--- config.mk ---
export PLATFORM = sky130hd
export DESIGN_NAME = fetch_unit
export DESIGN_NICKNAME = d
export VERILOG_FILES = /design/src/rtl/fetch_unit.sv
export SDC_FILE = /design/constraint.sdc
export NUM_CORES = 1
export LEC_CHECK = 0
export BUFFER_PORTS_ARGS = -buffer_cell sky130_fd_sc_hd__buf_2
export CAP_MARGIN = 40
export CORE_MARGIN = 1.5
export CORE_UTILIZATION = 40
export CTS_CLUSTER_SIZE = 20
export DETAILED_ROUTE_END_ITERATION = 8
export GPL_TIMING_DRIVEN = 0
export PLACE_DENSITY_LB_ADDON = 0.15
export SLEW_MARGIN = 20
export SYNTH_ARGS = -nofsm -noshare
export SYNTH_HDL_FRONTEND = slang
export SYNTH_SLANG_ARGS = --single-unit
--- constraint.sdc ---
create_clock -name clk -period 4.9 [get_ports clk]
set_clock_uncertainty 0.2 [all_clocks]
set_input_delay 0.245 -clock clk [delete_from_list [all_inputs] [get_ports clk]]
set_output_delay 0.245 -clock clk [all_outputs]
set_load 0.02 [all_outputs]
--- src/rtl/fetch_unit.sv ---
// fetch_unit: instruction fetch front end. Issues at most one outstanding
// word fetch to instruction memory and buffers returned words, tagged with
// their address, in a small FIFO that feeds the controller. A branch redirect
// (PCSrc) flushes the FIFO and retargets the fetch stream. A word already in
// flight when the redirect arrives is dropped when it returns.
module fetch_unit #(
  parameter int          DEPTH    = 4,
  parameter logic [31:0] RESET_PC = 32'h0000_0000
) (
  input  logic        clk,
  input  logic        reset,
  output logic        imem_req,
  output logic [31:0] imem_addr,
  input  logic        imem_ack,
  input  logic [31:0] imem_rdata,
  output logic [31:0] Instr,
  output logic [31:0] InstrPC,
  output logic        InstrValid,
  input  logic        InstrReady,
  input  logic        PCSrc,
  input  logic [31:0] BranchTarget
);

  localparam int PTR_W = $clog2(DEPTH);
  localparam int CNT_W = PTR_W + 1;

  typedef enum logic [1:0] {
    IDLE = 2'd0,
    REQ  = 2'd1,
    DROP = 2'd2
  } state_t;

  state_t state, state_n;

  logic [31:0]      fetch_pc, fetch_pc_n;
  logic [31:0]      addr_n;
  logic [31:0]      target;
  logic             req_n;
  logic             push, pop;
  logic             has_room;
  logic [CNT_W-1:0] count, count_after;
  logic [PTR_W-1:0] wr_ptr, rd_ptr;
  logic [31:0]      q_instr [DEPTH];
  logic [31:0]      q_pc    [DEPTH];

  // Branch targets are word aligned; the low two bits are ignored.
  assign target = BranchTarget & 32'hFFFF_FFFC;

  // A redirect overrides both push and pop.
  assign InstrValid  = (count != '0);
  assign push        = (state == REQ) && imem_ack && !PCSrc;
  assign pop         = InstrValid && InstrReady && !PCSrc;
  assign count_after = count + CNT_W'(push) - CNT_W'(pop);
  assign has_room    = (count_after < CNT_W'(DEPTH));
  assign req_n       = (state_n != IDLE);

  // Head of the queue; forced to zero when empty so nothing stale leaks out.
  assign Instr   = InstrValid ? q_instr[rd_ptr] : '0;
  assign InstrPC = InstrValid ? q_pc[rd_ptr]    : '0;

  // FSM state register; reset abandons any outstanding request.
  always_ff @(posedge clk or negedge reset) begin
    if (!reset) begin
      state <= IDLE;
    end else begin
      state <= state_n;
    end
  end

  // Next state, next request address and next fetch PC.
  always_comb begin
    state_n    = state;
    fetch_pc_n = fetch_pc;
    addr_n     = imem_addr;
    case (state)
      IDLE: begin
        if (PCSrc) begin
          state_n    = REQ;
          fetch_pc_n = target;
          addr_n     = target;
        end else if (has_room) begin
          state_n = REQ;
          addr_n  = fetch_pc;
        end
      end
      REQ: begin
        if (PCSrc) begin
          fetch_pc_n = target;
          if (imem_ack) begin
            // Returning word belongs to the old stream: drop it and refetch.
            addr_n = target;
          end else begin
            // Address must stay put until the in-flight word comes back.
            state_n = DROP;
          end
        end else if (imem_ack) begin
          fetch_pc_n = fetch_pc + 32'd4;
          if (has_room) begin
            addr_n = fetch_pc + 32'd4;
          end else begin
            state_n = IDLE;
          end
        end
      end
      DROP: begin
        if (PCSrc) begin
          fetch_pc_n = target;
        end
        if (imem_ack) begin
          // Queue was flushed on entry to DROP, so there is always room.
          state_n = REQ;
          addr_n  = fetch_pc_n;
        end
      end
      default: begin
        state_n = IDLE;
      end
    endcase
  end

  // Registered memory request and fetch PC.
  always_ff @(posedge clk or negedge reset) begin
    if (!reset) begin
      imem_req  <= 1'b0;
      imem_addr <= RESET_PC;
      fetch_pc  <= RESET_PC;
    end else begin
      imem_req  <= req_n;
      imem_addr <= addr_n;
      fetch_pc  <= fetch_pc_n;
    end
  end

  // Queue occupancy and pointers; a redirect empties the queue.
  always_ff @(posedge clk or negedge reset) begin
    if (!reset) begin
      count  <= '0;
      wr_ptr <= '0;
      rd_ptr <= '0;
    end else if (PCSrc) begin
      count  <= '0;
      wr_ptr <= '0;
      rd_ptr <= '0;
    end else begin
      count <= count_after;
      if (push) begin
        wr_ptr <= wr_ptr + PTR_W'(1);
      end
      if (pop) begin
        rd_ptr <= rd_ptr + PTR_W'(1);
      end
    end
  end

  // Queue storage; contents are only observed when count says they are valid.
  always_ff @(posedge clk) begin
    if (push) begin
      q_instr[wr_ptr] <= imem_rdata;
      q_pc[wr_ptr]    <= fetch_pc;
    end
  end

endmodule

==> flow_summary.toml, run 1 <==
[logic_synthesis]
seq_area_frac_synth_pct = 66.3
synthCells = 971
ys_ff_latch = 330
synth_flop_cell = "edfxtp_1"
synth_top_cell_by_area = "edfxtp_1"
synth_nets = 1052
syn_area_per_cell_um2 = 14.8
yosysTopAreaCellShare_pct = 53.5
async_reset_ff_share_pct = 22.4
synth_edf_count = 256
ys_warn_count = 0
netlist_area_um2 = 14400
ys_types = 63
synth_area_leaders = "edfxtp_1 (53%), dfrtp_1 (13%), mux4_2 (10%), and2_1 (3.0%), nand2_1 (1.7%)"

[cells_and_area]
layout_commonest_cell = "edfxtp_1"
synthToLayoutAreaGrowth_pct = 23.6
num_antenna_cells = 0
drive_above_1_share_pct = 25.7
layout_common_cells = "edfxtp_1 (256), buf_2 (183), dfrtp_1 (74)"
final_util_pct = 50.1
fin_nets = 1328

[detailed_routing]
wl_per_cell_um = 22.2
drt_iter0_drc = 650
totalWireLength_um = 38600
drc = 0
postRouteAntennaNets = 0
first_pass_iters = 5
via_per_inst = 5.44
vias = 9444

[floorplan]
io_pins = 167
rows = 69
die_x_um = 193
die_h_um = 193
coreArea_um2 = 35500
start_util_pct = 40.5
die_area_um2 = 37100

[cts]
cts_root_buffer = "clkbuf_16"
cts_buffers = 37
htreeDepth = 2
cts_tree = "built"
cts_sinks = 330
postCtsSetupBuffers = 0
clk_latency_ps = 520
cts_max_path_buffers = 3
path_clk_slew_ps = 60

[global_route]
grt_pass1_wl_um = 58300
grt_pass1_vias = 9450
grt_max_degree = 49
grt_overflow = 0
grtUsageTotal_pct = 21.2
antenna_found_initial = 0

[setup_path]
crit_required_ps = 5080
r2r_cells = 16
critPathKind = "register to register"
cp_max_fo = 10
cp-start-kind = "register"
cp.arrival_ps = 4720
endpoint_kind = "register"

[sta]
worst_slack_ps = 364
worst-slew-pin-transition_ps = 875
hold_violations = 0
fmax_ghz = 0.220
maxSlewViolCount = 0
maxSlewHeadroom_pct = 41.7
post-route-min-period_ps = 4540
fin_crit_sh_pct = 92.6
finalSetupViolCount = 0
rsz0062_at_grt = "false"

[placed_design]
globalplace.congestion = 0.929
io_buffers = 164
dp_hpwl_um = 25900
pre_cts_ws_ps = -53.3

[power_and_ir_drop]
sw_frac_of_total_pct = 37.4
pwr-share-comb_pct = 36.5
internal-power_uw = 6570
vdd.ir_drop.worst_mv = 0.381
p_seq_share_pct = 38.3
power_frac_clock_pct = 25.2
p_per_area_nw_per_um2 = 591
p_sw_uw = 3930
cellLeakagePower_uw = 0.00646

[run_status]
status = "complete, no violations"

[min_path]
hp-class = "primary input to register"
hold-path-cell-count = 4

[job]
drv_cap = 0
layout make-up:
class,instances,area [µm²]
buffer,66,280
sequential,330,9540
inverter,17,63.8
tap,461,577
clock buffer,48,1010
clock inverter,19,154
fill,3131,17700
multi-input combinational,558,4520
timing repair buffer,237,1630
layer usage:
layer | vias to the layer above | track usage, % | share of wire [%]
li1 | 4303 | - | -
met1 | 4734 | 29.7 | 45
met2 | 334 | 34.2 | 47
met3 | 73 | 2.86 | 5.5
met4 | 0 | 6.65 | 2.8
met5 | - | 0 | 0
power groups by stage:
stage | Clock (µW) | Combinational (µW) | Sequential (µW)
global placement | 0 | 3770 | 4090
detailed placement | 0 | 3820 | 4090
CTS | 2710 | 3870 | 4040
finish | 2650 | 3830 | 4030
floorplan | 0 | 2360 | 4070
global route | 2820 | 4180 | 4100
critical path, cell delays in order (launching register included):
cell      delay [ps]
dfrtp_1          420
or3_1            520
clkbuf_1         370
nand2_1          210
nor2_1            60
ha_1             290
inv_1             60
ha_1             130
inv_1             50
fa_1             370
xnor3_1          300
o311ai_1         390
buf_2            320
buf_2            330
a21oi_1           60
o21ai_0          200
nand2_1          120
worst paths after layout:
kind	from	endpoint	slack (ps)
setup reg to reg	count[1]	imem_addr[11]	360
hold / removal	BranchTarget[11]	fetch_pc[11]	40
max in group asynchronous	reset	rd_ptr[1]	2860
hold reg to reg	imem_addr[5]	imem_addr[5]	290
min in group asynchronous	reset	fetch_pc[23]	510
setup / recovery	count[1]	imem_addr[11]	360
through the flow:
stage	cells	power [µW]	setup TNS (ps)	cell area [µm²]	hold slack, ps
after floorplan	971	6430	0	14400	-251
after global placement	1596	7860	-61840	15800	264
after detailed placement	1604	7910	-242	16000	-1.75
after CTS	1736	10600	0	17800	2.44
after global routing	1736	11100	0	17800	94.3
final	1736	10500	0	17800	35.1
synthesized netlist by cell type (5+ instances only):
cell and instances:
nor3_1 23, xor2_1 15, nand3_1 34, o21ai_0 46, ha_1 11, buf_1 8
o211ai_1 6, mux4_2 64, and4_1 5, o31ai_1 6, o21ai_1 5, nand4_1 13
a21oi_1 35, a22oi_1 5, nor4_1 12, and3_1 13, or4_1 5, clkbuf_1 35
dfrtp_1 74, nand2_1 66, xnor2_1 11, and2_1 68, nand2b_1 5, o221ai_1 6
mux2i_1 12, edfxtp_1 256, nor2_1 35, buf_2 20, inv_1 17
state kept, by name, indices dropped and copies added (netlist names):
register,flops
q_instr,128
q_pc,128
fetch_pc,32
imem_addr,32
count,3
rd_ptr,2
state,2
wr_ptr,2
imem_req,1
timing repair:
item	CTS	global route
gates resized for setup	0	2
hold buffers	65	0
endpoints found under the hold margin	252	0
setup endpoints to repair	0	9
cell families after synthesis:
family	share of synthesized area, %
AO/OA/AOI/OAI	6.34
XOR/XNOR	1.74
adder cells (fa/ha/maj)	1.10
buffers and inverters	2.38
flip-flops	66.3
multiplexers	11.1
AND/OR/NAND/NOR	11.0
(Power assumes the default switching activity.)
==> run 2: changes to the inputs <==
--- a/config.mk
+++ b/config.mk
@@ -5,6 +5,7 @@
 export SDC_FILE = /design/constraint.sdc
 export NUM_CORES = 1
 export LEC_CHECK = 0
+export ABC_AREA = 1
 export BUFFER_PORTS_ARGS = -buffer_cell sky130_fd_sc_hd__buf_2
 export CAP_MARGIN = 40
 export CORE_MARGIN = 1.5
==> flow_summary.toml, run 2 <==
[run_status]
status = "complete, no violations"

[logic_synthesis]
async_reset_ff_share_pct = 22.4
ys_types = 38
ys_warn_count = 0
synth_nets = 1593
synth_top_cell_by_area = "edfxtp_1"
netlist_area_um2 = 14900
synth_flop_cell = "edfxtp_1"
netlist_top_cells_count = "nor2_1 (331), edfxtp_1 (256), nand2_1 (250), o21ai_0 (177), a21oi_1 (116)"
synth_area_leaders = "edfxtp_1 (52%), dfrtp_1 (12%), nor2_1 (8.4%), nand2_1 (6.3%), o21ai_0 (6.0%)"
yosysTopAreaCellShare_pct = 51.7
yosysMostFrequentCell = "nor2_1"
ys_ff_latch = 330
seq_area_frac_synth_pct = 64.1
syn_area_per_cell_um2 = 9.84
synthCells = 1512
synth_edf_count = 256

[sta]
finalSetupViolCount = 0
fin_crit_sh_pct = 76.5
post-route-min-period_ps = 3750
hold_violations = 0
worst-slew-pin-transition_ps = 784
maxSlewHeadroom_pct = 47.8
fmax_ghz = 0.267
maxSlewViolCount = 0
rsz0062_at_grt = "false"

[placed_design]
dp_hpwl_um = 30700
globalplace.congestion = 0.974
io_buffers = 163

[detailed_routing]
postRouteAntennaNets = 0
drt_iter0_drc = 840
via_per_inst = 5.17
drc = 0
wl_per_cell_um = 19.2
vias = 11768
first_pass_iters = 5
totalWireLength_um = 43700

[global_route]
grt_max_degree = 43
grt_pass1_vias = 11458
grt_overflow = 0
grtUsageTotal_pct = 22.9
grt_pass1_wl_um = 67000
antenna_found_initial = 0

[setup_path]
endpoint_kind = "register"
cp-start-kind = "register"
path_delay_family = "simple AND/OR/NAND/NOR gates"
crit_top_cell = "nand2_1"
crit_required_ps = 5110
path_cells = "nor3_1, inv_1, nand2_1, nor2_1, ha_1, inv_1, ha_1, inv_1, fa_1, inv_1, nand2_1, nand3_1, nand3_1, nand2_1, nand2_1, nand2_2, buf_2, a21oi_1, nand2_1, nand2_1"
cp_num_buf_inv = 5
worst_path_max_delay_cell = "nor3_1"
cp.arrival_ps = 3960
slowest_delay_ps = 440
cp_max_fo = 10
critPathKind = "register to register"

[cells_and_area]
drive_above_1_share_pct = 16.5
num_antenna_cells = 0
fin_nets = 1862
n_fill_cell = 3370
seqCellArea_um2 = 9540
layout_common_cells = "nor2_1 (327), edfxtp_1 (256), nand2_1 (250)"
final_util_pct = 50.2
largestRegisters = "q_instr x128, q_pc x128"
synthToLayoutAreaGrowth_pct = 23.5
multi_input_area_um2 = 4740
layout_commonest_cell = "nor2_1"

[floorplan]
die_area_um2 = 38400
start_util_pct = 40.6
die_x_um = 196
die_h_um = 196
io_pins = 167
coreArea_um2 = 36600
rows = 70

[power_and_ir_drop]
power_uw = 11600
p_per_area_nw_per_um2 = 633
cellLeakagePower_uw = 0.00737
vdd.ir_drop.worst_mv = 0.600

[cts]
cts_sinks = 330
postCtsSetupBuffers = 0
cts_resized = 0
htreeDepth = 2
cts_max_path_buffers = 3
cts_hold_buf = 55
cts_buffers = 36
clk_latency_ps = 530
cts_tree = "built"
cts_root_buffer = "clkbuf_16"
path_clk_slew_ps = 60

[min_path]
hp-class = "primary input to asynchronous set/reset pin"

[job]
drv_cap = 0
==> run 2: path summary, 6_finish.rpt <==
check                                 start       endpoint  slack [ps]  cells after the start
hold reg to reg               imem_addr[21]  imem_addr[21]         280                      2
hold / removal                        reset  imem_addr[25]          10                      2
setup / recovery                   count[1]  imem_addr[25]        1150                     20
min in group clk           BranchTarget[12]  imem_addr[12]          20                      5
max in group asynchronous             reset      wr_ptr[1]        3890                      3
setup reg to reg                   count[1]  imem_addr[25]        1150                     20
==> run 2: where the power goes <==
| group | total, µW | switching, µW | internal (µW) |
|---|---|---|---|
| Clock | 2660 | 1120 | 1540 |
| Sequential | 4070 | 470 | 3600 |
| Combinational | 4900 | 3470 | 1430 |
| Total | 11600 | 5060 | 6570 |
==> run 2: through the flow <==
step / hold WS [ps] / setup WS [ps] / TNS (ps) / cells / area (µm²)
final: 14.2 / 1150 / 0 / 2277 / 18400
after global routing: 40.3 / 744 / 0 / 2277 / 18400
after CTS: 5.62 / 1080 / 0 / 2277 / 18400
after detailed placement: 34.0 / 1100 / 0 / 2156 / 16700
after global placement: 260 / -2300 / -574470 / 2143 / 16300
after floorplan: -251 / 206 / 0 / 1512 / 14900
==> run 2: cells by family after synthesis <==
family,Yosys count,share of synthesized area (%)
muxes,1,0.0673
and+or+nand+nor,682,18.7
buffers and inverters,153,4.25
xor gates and xnor gates,2,0.118
AOI/OAI and AO/OA,332,11.7
DFF,330,64.1
adders and majority gates,12,1.06
==> run 2: worst register-to-register path: cells and delay by family, from the launching register on <==
kind / cells / cell delay, ps
buffers and inverters: 5 / 560
flip-flops: 1 / 430
AND/OR/NAND/NOR: 11 / 1570
AO/OA/AOI/OAI: 1 / 70
adder cells (fa/ha/maj): 3 / 810
==> run 2: layout make-up <==
class,count,share of cell area (%)
Timing Repair Buffer,231,9.32
Clock buffer,39,5.02
Clock inverter,27,1.32
Buffer,84,2.02
Multi-Input combinational cell,1029,25.8
Sequential cell,330,51.9
Tap cell,468,3.19
Inverter,69,1.42
==> run 2: layer usage <==
| layer | share of wire (%) | vias up | GRT usage, % |
|---|---|---|---|
| li1 | - | 5725 | - |
| met3 | 5.7 | 78 | 2.84 |
| met4 | 3.1 | 0 | 7.81 |
| met5 | 0 | - | 0 |
| met1 | 44 | 5546 | 31.1 |
| met2 | 47 | 419 | 38.2 |
==> run 3: changes to the inputs <==
--- a/config.mk
+++ b/config.mk
@@ -5,7 +5,7 @@
 export SDC_FILE = /design/constraint.sdc
 export NUM_CORES = 1
 export LEC_CHECK = 0
-export ABC_AREA = 1
+export ABC_AREA = 0
 export BUFFER_PORTS_ARGS = -buffer_cell sky130_fd_sc_hd__buf_2
 export CAP_MARGIN = 40
 export CORE_MARGIN = 1.5
==> constraint.sdc (replaced) <==
create_clock -name clk -period 3.25 [get_ports clk]
set_clock_uncertainty 0.2 [all_clocks]
set_input_delay 0.1625 -clock clk [delete_from_list [all_inputs] [get_ports clk]]
set_output_delay 0.1625 -clock clk [all_outputs]
set_load 0.02 [all_outputs]
==> flow_summary.toml, run 3 (synthesis gave the netlist of run 1 again) <==
[run_status]
status = "complete, but fails checks"
violations = "negative setup slack"

[detailed_routing]
totalWireLength_um = 37900
vias = 9453
via_per_inst = 5.41
postRouteAntennaNets = 0
drt_iter0_drc = 701
wl_per_cell_um = 21.7
first_pass_iters = 5
drc = 0

[global_route]
grt_max_degree = 45
grt_overflow = 0
antenna_found_initial = 0
grt_pass1_vias = 9532
grt_pass1_wl_um = 57000
grtUsageTotal_pct = 20.6

[floorplan]
io_pins = 167
die_area_um2 = 37100
die_x_um = 193
start_util_pct = 40.5
rows = 69
die_h_um = 193
coreArea_um2 = 35500

[setup_path]
r2r_cells = 12
reg2reg_slack_ps = -10
critical_path_depth = 12
cp_num_buf_inv = 4
worstReg2RegStart = "state[1]"
cp.arrival_ps = 3440
path_cells = "inv_1, ha_1, nand2b_1, nor2_1, ha_2, inv_2, fa_2, xnor3_2, o311ai_4, buf_6, buf_4, o221ai_1"
slowest_delay_ps = 410
cp-start-kind = "register"
worst_r2r_endpoint = "imem_addr[16]"
path_delay_family = "adder cells"
cp_max_fo = 10
critPathKind = "register to register"
worst_path_max_delay_cell = "dfrtp_1"
endpoint_kind = "register"
crit_required_ps = 3420

[min_path]
hold-path-cell-count = 3
hold_path_end = "count[2]"
hp-class = "primary input to register"
min_from = "PCSrc"

[power_and_ir_drop]
p_per_area_nw_per_um2 = 902
vdd.ir_drop.worst_mv = 0.525
power_uw = 16300
cellLeakagePower_uw = 0.00661

[job]
drv_cap = 0

[sta]
tns_ps = -27.0
post-route-min-period_ps = 3260
worst-slew-pin-transition_ps = 808
maxSlewHeadroom_pct = 46.1
hold_violations = 0
worst_slack_ps = -13.3
finalSetupViolCount = 4
fin_crit_sh_pct = 100
rsz0062_at_grt = "true"
fmax_ghz = 0.306
maxSlewViolCount = 0

[cts]
path_clk_slew_ps = 60
cts_max_path_buffers = 3
cts_sinks = 330
cts_tree = "built"
htreeDepth = 2
cts_root_buffer = "clkbuf_16"
clk_latency_ps = 520
cts_buffers = 37

[cells_and_area]
seqCellArea_um2 = 9540
multi_input_area_um2 = 4660
layout_common_cells = "edfxtp_1 (256), buf_2 (180), dfrtp_1 (74)"
drive_above_1_share_pct = 29.4
n_fill_cell = 3045
fin_nets = 1342
num_antenna_cells = 0
layout_commonest_cell = "edfxtp_1"
largestRegisters = "q_instr x128, q_pc x128"
synthToLayoutAreaGrowth_pct = 25.8

[placed_design]
pre_cts_ws_ps = -1120
dp_hpwl_um = 25900
io_buffers = 164
globalplace.congestion = 0.915
-- run 3: changes by cell type in the layout (fill, tap and decap cells not counted), sizes merged, moves of 11 or more --
cell / change
o21ai: -138
nor2: -306
nor4: +15
and3: +13
nor3: +17
mux4: +64
mux2i: +11
inv: -51
and2: +68
nand2: -189
nand3: -26
a21oi: -81
xor2: +15
-- run 3: layer usage --
metal  vias up  routed length (µm)  GRT usage (%)
li1       4326                   -              -
met1      4746               16800           28.9
met2       328               18000           33.2
met3        53                2200           3.02
met4         0                 863           5.93
met5         -                   0              0
-- run 3: worst reg2reg max path, cell delays in order (launching register included) --
cell and delay (ps):
dfrtp_1 410, inv_1 90, ha_1 220, nand2b_1 170
nor2_1 240, ha_2 230, inv_2 30, fa_2 320
xnor3_2 320, o311ai_4 340, buf_6 180, buf_4 180
o221ai_1 170
-- run 3: layout make-up --
class	count	share of cell area [%]
clock inverter	22	0.940
buffer	65	1.85
timing repair buffer	252	9.72
inverter	17	0.353
multi-input combinational	558	25.8
tap	461	3.19
sequential	330	52.7
clock buffer	43	5.48
-- run 3: how the worst max path moves through the flow --
stage          slack (ps)     start            end
6_report              -10  state[1]  imem_addr[16]
5_1_grt              -170  count[0]  imem_addr[30]
4_1_cts              -120  count[0]  imem_addr[25]
3_5_place_dp        -1120     PCSrc   imem_addr[1]
3_3_place_gp        -1070     PCSrc   imem_addr[6]
2_1_floorplan          10  count[1]  imem_addr[30]
-- run 3: through the flow --
stage	instance area, µm²	utilization (%)	hold slack [ps]	cells
global route	18100	51.0	69.9	1748
CTS	18000	50.6	18.2	1744
detailed placement	16000	45.1	-30.7	1605
global placement	15800	44.6	178	1596
floorplan	14400	-	-333	971
finish	18100	51.0	54.3	1748
-- run 3: what timing repair did --
| item | in CTS | in global routing |
|---|---|---|
| pin swaps | 3 | 2 |
| gates cloned | 1 | 0 |
| hold endpoints to repair | 261 | 0 |
| buffers inserted | 8 | 5 |
| resized for setup | 25 | 34 |
| setup endpoints to repair | 54 | 141 |
| hold buffers | 66 | 0 |
-- run 3: power by group --
group          internal [µW]  switching, µW
logic                   2510           3780
registers               5420            642
clock network           2350           1630
total                  10300           6050
